[config.mk]
export PLATFORM = sky130hd
export DESIGN_NAME = trojan_leak_param
export DESIGN_NICKNAME = d
export VERILOG_FILES = /design/src/rtl/trojan_pkg.sv /design/src/rtl/trojan_leak_sr.sv /design/src/rtl/trojan_leak_param.sv
export SDC_FILE = /design/constraint.sdc
export NUM_CORES = 1
export LEC_CHECK = 0
export ABC_AREA = 1
export BUFFER_PORTS_ARGS = -buffer_cell sky130_fd_sc_hd__buf_2
export CAP_MARGIN = 20
export CORE_ASPECT_RATIO = 1.25
export CORE_MARGIN = 2
export CORE_UTILIZATION = 67
export CTS_CLUSTER_SIZE = 8
export DETAILED_ROUTE_END_ITERATION = 6
export GPL_ROUTABILITY_DRIVEN = 0
export PLACE_DENSITY = 0.95
export SLEW_MARGIN = 20
export SYNTH_ARGS = -nofsm -noshare
export SYNTH_HDL_FRONTEND = slang
export SYNTH_HIERARCHICAL = 1
export SYNTH_SLANG_ARGS = --single-unit
[constraint.sdc]
create_clock -name clk -period 4.05 [get_ports clk]
set_clock_uncertainty 0.2 [all_clocks]
set_input_delay 1.0125 -clock clk [delete_from_list [all_inputs] [get_ports clk]]
set_output_delay 1.0125 -clock clk [all_outputs]
set_load 0.02 [all_outputs]
[src/rtl/trojan_pkg.sv]
// Shared types and sizing helpers for the parametrised trigger-and-leak trojan benchmark.
package trojan_pkg;

  typedef enum logic [1:0] {
    IDLE    = 2'd0,
    CAPTURE = 2'd1,
    LEAK    = 2'd2,
    DONE    = 2'd3
  } state_e;

  localparam int unsigned HIT_W = 8;

  function automatic int unsigned calc_nw(input int unsigned key_w, input int unsigned data_w);
    return key_w / data_w;
  endfunction

  function automatic int unsigned calc_nl(input int unsigned key_w, input int unsigned leak_w);
    return key_w / leak_w;
  endfunction

  // Sized for the longer phase plus one spare bit so the counter never wraps inside a state.
  function automatic int unsigned calc_ctr_w(input int unsigned nw, input int unsigned nl);
    return $clog2((nw > nl) ? nw : nl) + 1;
  endfunction

endpackage

[src/rtl/trojan_leak_sr.sv]
// Key shift register: word-indexed parallel load during capture, LSB-first shift-out during leak.
module trojan_leak_sr #(
  parameter int unsigned KEY_W  = 256,
  parameter int unsigned DATA_W = 64,
  parameter int unsigned LEAK_W = 2,
  parameter int unsigned IDX_W  = 8
) (
  input  logic              clk,
  input  logic              rst_n,
  input  logic              clr_i,
  input  logic              load_i,
  input  logic [IDX_W-1:0]  widx_i,
  input  logic [DATA_W-1:0] word_i,
  input  logic              shift_i,
  output logic [LEAK_W-1:0] lsb_o
);

  localparam int unsigned NW = KEY_W / DATA_W;

  logic [KEY_W-1:0] sr_q, sr_d;

  always_comb begin
    sr_d = sr_q;
    if (clr_i) begin
      sr_d = '0;
    end else if (load_i) begin
      for (int unsigned w = 0; w < NW; w++) begin
        if (widx_i == IDX_W'(w)) sr_d[w*DATA_W +: DATA_W] = word_i;
      end
    end else if (shift_i) begin
      sr_d = sr_q >> LEAK_W;
    end
  end

  always_ff @(posedge clk or negedge rst_n) begin
    if (!rst_n) sr_q <= '0;
    else        sr_q <= sr_d;
  end

  assign lsb_o = sr_q[LEAK_W-1:0];

endmodule

[src/rtl/trojan_leak_param.sv]
// Trigger-and-leak trojan: arms on TRIG_HITS pattern matches, captures KEY_W bits, leaks LEAK_W bits/cycle.
// Optional TROJAN_REARM_EN: DONE returns to IDLE so the block can fire repeatedly; otherwise DONE is terminal.
module trojan_leak_param
  import trojan_pkg::*;
#(
  parameter int unsigned       DATA_W    = 64,
  parameter int unsigned       TRIG_W    = 48,
  parameter logic [TRIG_W-1:0] TRIG_VAL  = TRIG_W'(48'h0000_0044_ab93),
  parameter int unsigned       TRIG_HITS = 1,
  parameter int unsigned       KEY_W     = 256,
  parameter int unsigned       LEAK_W    = 2
) (
  input  logic              clk,
  input  logic              rst_all_n,
  input  logic [DATA_W-1:0] data,
  output logic [LEAK_W-1:0] leak_out,
  output logic              leak_vld,
  output logic              busy
);

  localparam int unsigned NW    = calc_nw(KEY_W, DATA_W);
  localparam int unsigned NL    = calc_nl(KEY_W, LEAK_W);
  localparam int unsigned CTR_W = calc_ctr_w(NW, NL);

  if (KEY_W % DATA_W != 0) begin : g_chk_key_data
    $error("KEY_W must be a multiple of DATA_W");
  end
  if (KEY_W % LEAK_W != 0) begin : g_chk_key_leak
    $error("LEAK_W must divide KEY_W");
  end
  if (TRIG_W > DATA_W) begin : g_chk_trig_w
    $error("TRIG_W must not exceed DATA_W");
  end
  if (TRIG_HITS < 1 || TRIG_HITS > 255) begin : g_chk_hits
    $error("TRIG_HITS must be in 1..255");
  end

  state_e             state_q;
  logic [CTR_W-1:0]   ctr_q;
  logic [HIT_W-1:0]   hit_q;
  logic [LEAK_W-1:0]  leak_out_q;
  logic               leak_vld_q;
  logic               busy_q;

  logic               trig_hit_c;
  logic               sr_load_c;
  logic               sr_shift_c;
  logic               sr_clr_c;
  logic [LEAK_W-1:0]  sr_lsb;

  assign trig_hit_c = (data[TRIG_W-1:0] == TRIG_VAL);
  assign sr_load_c  = (state_q == CAPTURE);
  assign sr_shift_c = (state_q == LEAK);
  assign sr_clr_c   = (state_q == DONE);

  trojan_leak_sr #(
    .KEY_W  (KEY_W),
    .DATA_W (DATA_W),
    .LEAK_W (LEAK_W),
    .IDX_W  (CTR_W)
  ) u_sr (
    .clk     (clk),
    .rst_n   (rst_all_n),
    .clr_i   (sr_clr_c),
    .load_i  (sr_load_c),
    .widx_i  (ctr_q),
    .word_i  (data),
    .shift_i (sr_shift_c),
    .lsb_o   (sr_lsb)
  );

  // Control FSM; leak outputs default low every cycle and are only driven while leaking.
  always_ff @(posedge clk or negedge rst_all_n) begin
    if (!rst_all_n) begin
      state_q    <= IDLE;
      ctr_q      <= '0;
      hit_q      <= '0;
      leak_out_q <= '0;
      leak_vld_q <= 1'b0;
      busy_q     <= 1'b0;
    end else begin
      leak_out_q <= '0;
      leak_vld_q <= 1'b0;
      unique case (state_q)
        IDLE: begin
          if (trig_hit_c) begin
            hit_q <= hit_q + HIT_W'(1);
            if (hit_q == HIT_W'(TRIG_HITS - 1)) begin
              state_q <= CAPTURE;
              ctr_q   <= '0;
              busy_q  <= 1'b1;
            end
          end
        end
        CAPTURE: begin
          if (ctr_q == CTR_W'(NW - 1)) begin
            state_q <= LEAK;
            ctr_q   <= '0;
          end else begin
            ctr_q <= ctr_q + CTR_W'(1);
          end
        end
        LEAK: begin
          leak_vld_q <= 1'b1;
          leak_out_q <= sr_lsb;
          if (ctr_q == CTR_W'(NL - 1)) begin
            state_q <= DONE;
            ctr_q   <= '0;
            busy_q  <= 1'b0;
          end else begin
            ctr_q <= ctr_q + CTR_W'(1);
          end
        end
        DONE: begin
`ifdef TROJAN_REARM_EN
          state_q <= IDLE;
          hit_q   <= '0;
`endif
        end
        default: state_q <= IDLE;
      endcase
    end
  end

  assign leak_out = leak_out_q;
  assign leak_vld = leak_vld_q;
  assign busy     = busy_q;

endmodule

==> results.sh <==
export IMPL_finalInstanceArea_mm2=0.01600
export IMPL_clock_sinks=278
export IMPL_max_clock_path_buffers=3
export IMPL_critPathMaxFanout=64
export IMPL_die_area_mm2=0.02353
export IMPL_arrival_ns=3.33
export IMPL_yosys_warnings=6
export IMPL_routedWlPerCell_um=17.86
export IMPL_setup_violations_final=0
export IMPL_postSynthCellCount=2027
export IMPL_grtUsageTotal=0.3554
export IMPL_rsz0062_at_grt="no"
export IMPL_die_w_um=137.6
export IMPL_drc=0
export IMPL_crit_chain="inv_1 -> ha_1 -> inv_6 -> nor2_4 -> buf_4 -> nand2_1 -> nand2_1 -> nand3_1 -> nand2_1"
export IMPL_hold_class="input pin to asynchronous set/reset pin"
export IMPL_cellPowerDensity_mw_per_mm2=366.5
export IMPL_crit_buf_inv=3
export IMPL_syn_avg_cell_area_um2=7.373
export IMPL_grt_pass1_wl_um=67410
export IMPL_drive_gt1_frac=0.08685
export IMPL_numPortBuffers=69
export IMPL_hold_viol=0
export IMPL_drt_iter0_markers=2301
export IMPL_hpwl_um=21680
export IMPL_wirelength_um=41030
export IMPL_die_y_um=171.0
export IMPL_start_util=0.6776
export IMPL_rrSetupSlack_ns=0.96
export IMPL_synth_seq_cells=278
export IMPL_fillCellCount=1501
export IMPL_fmax_ghz=0.3239
export IMPL_p_clk_frac=0.504
export IMPL_rows=61
export IMPL_pwr_share_comb=0.022
export IMPL_power_switching_mw=1.252
export IMPL_drv_cap=0
export IMPL_synth_ff_type="dfrtp_1"
export IMPL_holdWs_ns=0.2681
export IMPL_grt_overflow=0
export IMPL_tightest_slew_ns=1.188
export IMPL_antenna_found_initial=0
export IMPL_synth_edf_count=0
export IMPL_fin_setup_tns_ns=0
export IMPL_ys_types=28
export IMPL_p_seq_frac=0.475
export IMPL_numCtsBuffers=40
export IMPL_ctsHoldBuffers=0
export IMPL_crit_top_cell="nand2_1"
export IMPL_synth_nets=2101
export IMPL_clkTransAtPathRegs_ns=0.05
export IMPL_areaGrowthSynthToFinish_pct=7.049
export IMPL_maxSlewViolCount=0
export IMPL_ir_drop_mv=0.3211
export IMPL_status="finished, final reports clean"
export IMPL_endpoint_kind="flop"
export IMPL_ctsHtreeMaxLevel=2
export IMPL_n_antenna_cell=0
export IMPL_post_cts_resized=0
export IMPL_core_mm2=0.02206
export IMPL_grt_max_degree=255
export IMPL_synth_area_mm2=0.01495
export IMPL_period_share=0.7623
export IMPL_slew_headroom=0.2052
export IMPL_max_stage_delay_ns=0.66
export IMPL_io_pins=70
export IMPL_firstDrtPassIters=7
export IMPL_crit_type="flop to flop"
export IMPL_leakage_nw=8.253
export IMPL_yosysSeqAreaShare=0.4655
export IMPL_drtAntennaViolNets=0
export IMPL_p_sw_frac=0.2136
export IMPL_cp_start_kind="flop"
export IMPL_crit_family="simple AND/OR/NAND/NOR gates"
export IMPL_clk_latency_ns=0.53
export IMPL_min_period_ns=3.087
export IMPL_place_area_mm2=0.01494
export IMPL_cts_setup_buffers=0
export IMPL_cp_data_required_time_ns=4.29
export IMPL_internal_power_mw=4.611
export IMPL_cp_slowest_cell="buf_4"
export IMPL_vias=14466
export IMPL_cts_tree="done"
export IMPL_nNetsFinal=2087
export IMPL_first_global_vias=14249
export IMPL_cts_root_buf="clkbuf_16"
export IMPL_async_reset_ff_frac=1.000
export IMPL_vias_per_cell=6.295
-- per-layer routing --
layer  part of all wire  track usage  wire [µm]  up-vias
li1                   -            -          -     6458
met1               0.36       0.4435      14900     6783
met2               0.49       0.5691      20070     1048
met3               0.10      0.07881       4268      177
met4              0.044       0.2039       1789        0
met5                  0     0.002222          0        -
-- cell families (layout without fill, tap and decap cells) --
group                      Yosys count  after routing  share of synthesized area
and+or+nand+nor                   1508           1508                     0.4305
xor gates and xnor gates            10             10                   0.005860
DFF                                278            278                     0.4655
AOI/OAI and AO/OA                   17             17                   0.008707
buffers and inverters              206            194                    0.08280
adders and majority gates            8              8                   0.006698
-- flip-flops by register name (all words and copies together), names as in the netlist --
register   flops
busy           1
ctr_q          8
hit_q          8
leak_out       2
leak_vld       1
state_q        2
u_sr/sr_q    256
-- final timing paths --
kind                                            startpoint                          to  cells after the start
min in group clk                u_sr/sr_q[157]$_DFFE_PN0P_  u_sr/sr_q[157]$_DFFE_PN0P_                      2
worst max-delay path                state_q[1]$_DFFE_PN0P_  u_sr/sr_q[119]$_DFFE_PN0P_                      9
worst min-delay path                             rst_all_n  u_sr/sr_q[215]$_DFFE_PN0P_                      1
worst min register to register  u_sr/sr_q[157]$_DFFE_PN0P_  u_sr/sr_q[157]$_DFFE_PN0P_                      2
worst max register to register      state_q[1]$_DFFE_PN0P_  u_sr/sr_q[119]$_DFFE_PN0P_                      9
max in group asynchronous                        rst_all_n   u_sr/sr_q[46]$_DFFE_PN0P_                      2
-- cell usage after synthesis, types with 6 or more instances --
| cell type | n | share of area |
|---|---|---|
| nor2_2 | 6 | 0.0025 |
| dfrtp_1 | 278 | 0.47 |
| buf_2 | 72 | 0.024 |
| nand3_1 | 517 | 0.17 |
| buf_6 | 27 | 0.020 |
| ha_1 | 8 | 0.0067 |
| inv_1 | 52 | 0.013 |
| nand2_2 | 7 | 0.0029 |
| inv_2 | 7 | 0.0018 |
| xor2_1 | 6 | 0.0035 |
| o21ai_2 | 9 | 0.0053 |
| nor2_1 | 35 | 0.0088 |
| nand4_1 | 14 | 0.0059 |
| nand2_1 | 919 | 0.23 |
| buf_4 | 43 | 0.022 |
-- area by class of cell --
type                            count  area, µm²  area share
Clock buffer                       42       1040     0.06499
Clock inverter                      2      17.52    0.001095
Inverter                           59      231.5     0.01447
Multi-Input combinational cell   1543       6766      0.4229
Sequential cell                   278       6957      0.4348
Tap cell                          283      354.1     0.02213
Timing Repair Buffer               91      633.1     0.03957
-- layout by cell type, fill, tap and decap left out, types with 10 or more instances in the layout --
cell	instances
nand4_1	14
inv_1	52
dfrtp_1	278
nand2_2	10
buf_4	13
buf_2	68
clkbuf_16	41
nand3_1	517
nand2_1	916
nor2_1	35
-- power groups by stage --
stage	Combinational [mW]	Clock, mW	Sequential (mW)
2_1_floorplan	0.0149	0	2.83
3_3_place_gp	0.126	0	2.83
3_5_place_dp	0.127	0	2.83
4_1_cts	0.129	2.96	2.78
5_1_grt	0.144	3.09	2.78
6_report	0.127	2.95	2.78
-- stage by stage --
stage          setup WS (ns)  power, mW  instances  utilization
5_1_grt               0.9064      6.015       2298       0.7253
3_3_place_gp           1.301      2.954       2254       0.6774
4_1_cts                1.058      5.873       2298       0.7253
6_report              0.9627      5.863       2298       0.7253
2_1_floorplan          1.852      2.844       2027            -
3_5_place_dp           1.203      2.956       2254       0.6774
Note: power is estimated with default switching activity, not from simulation.
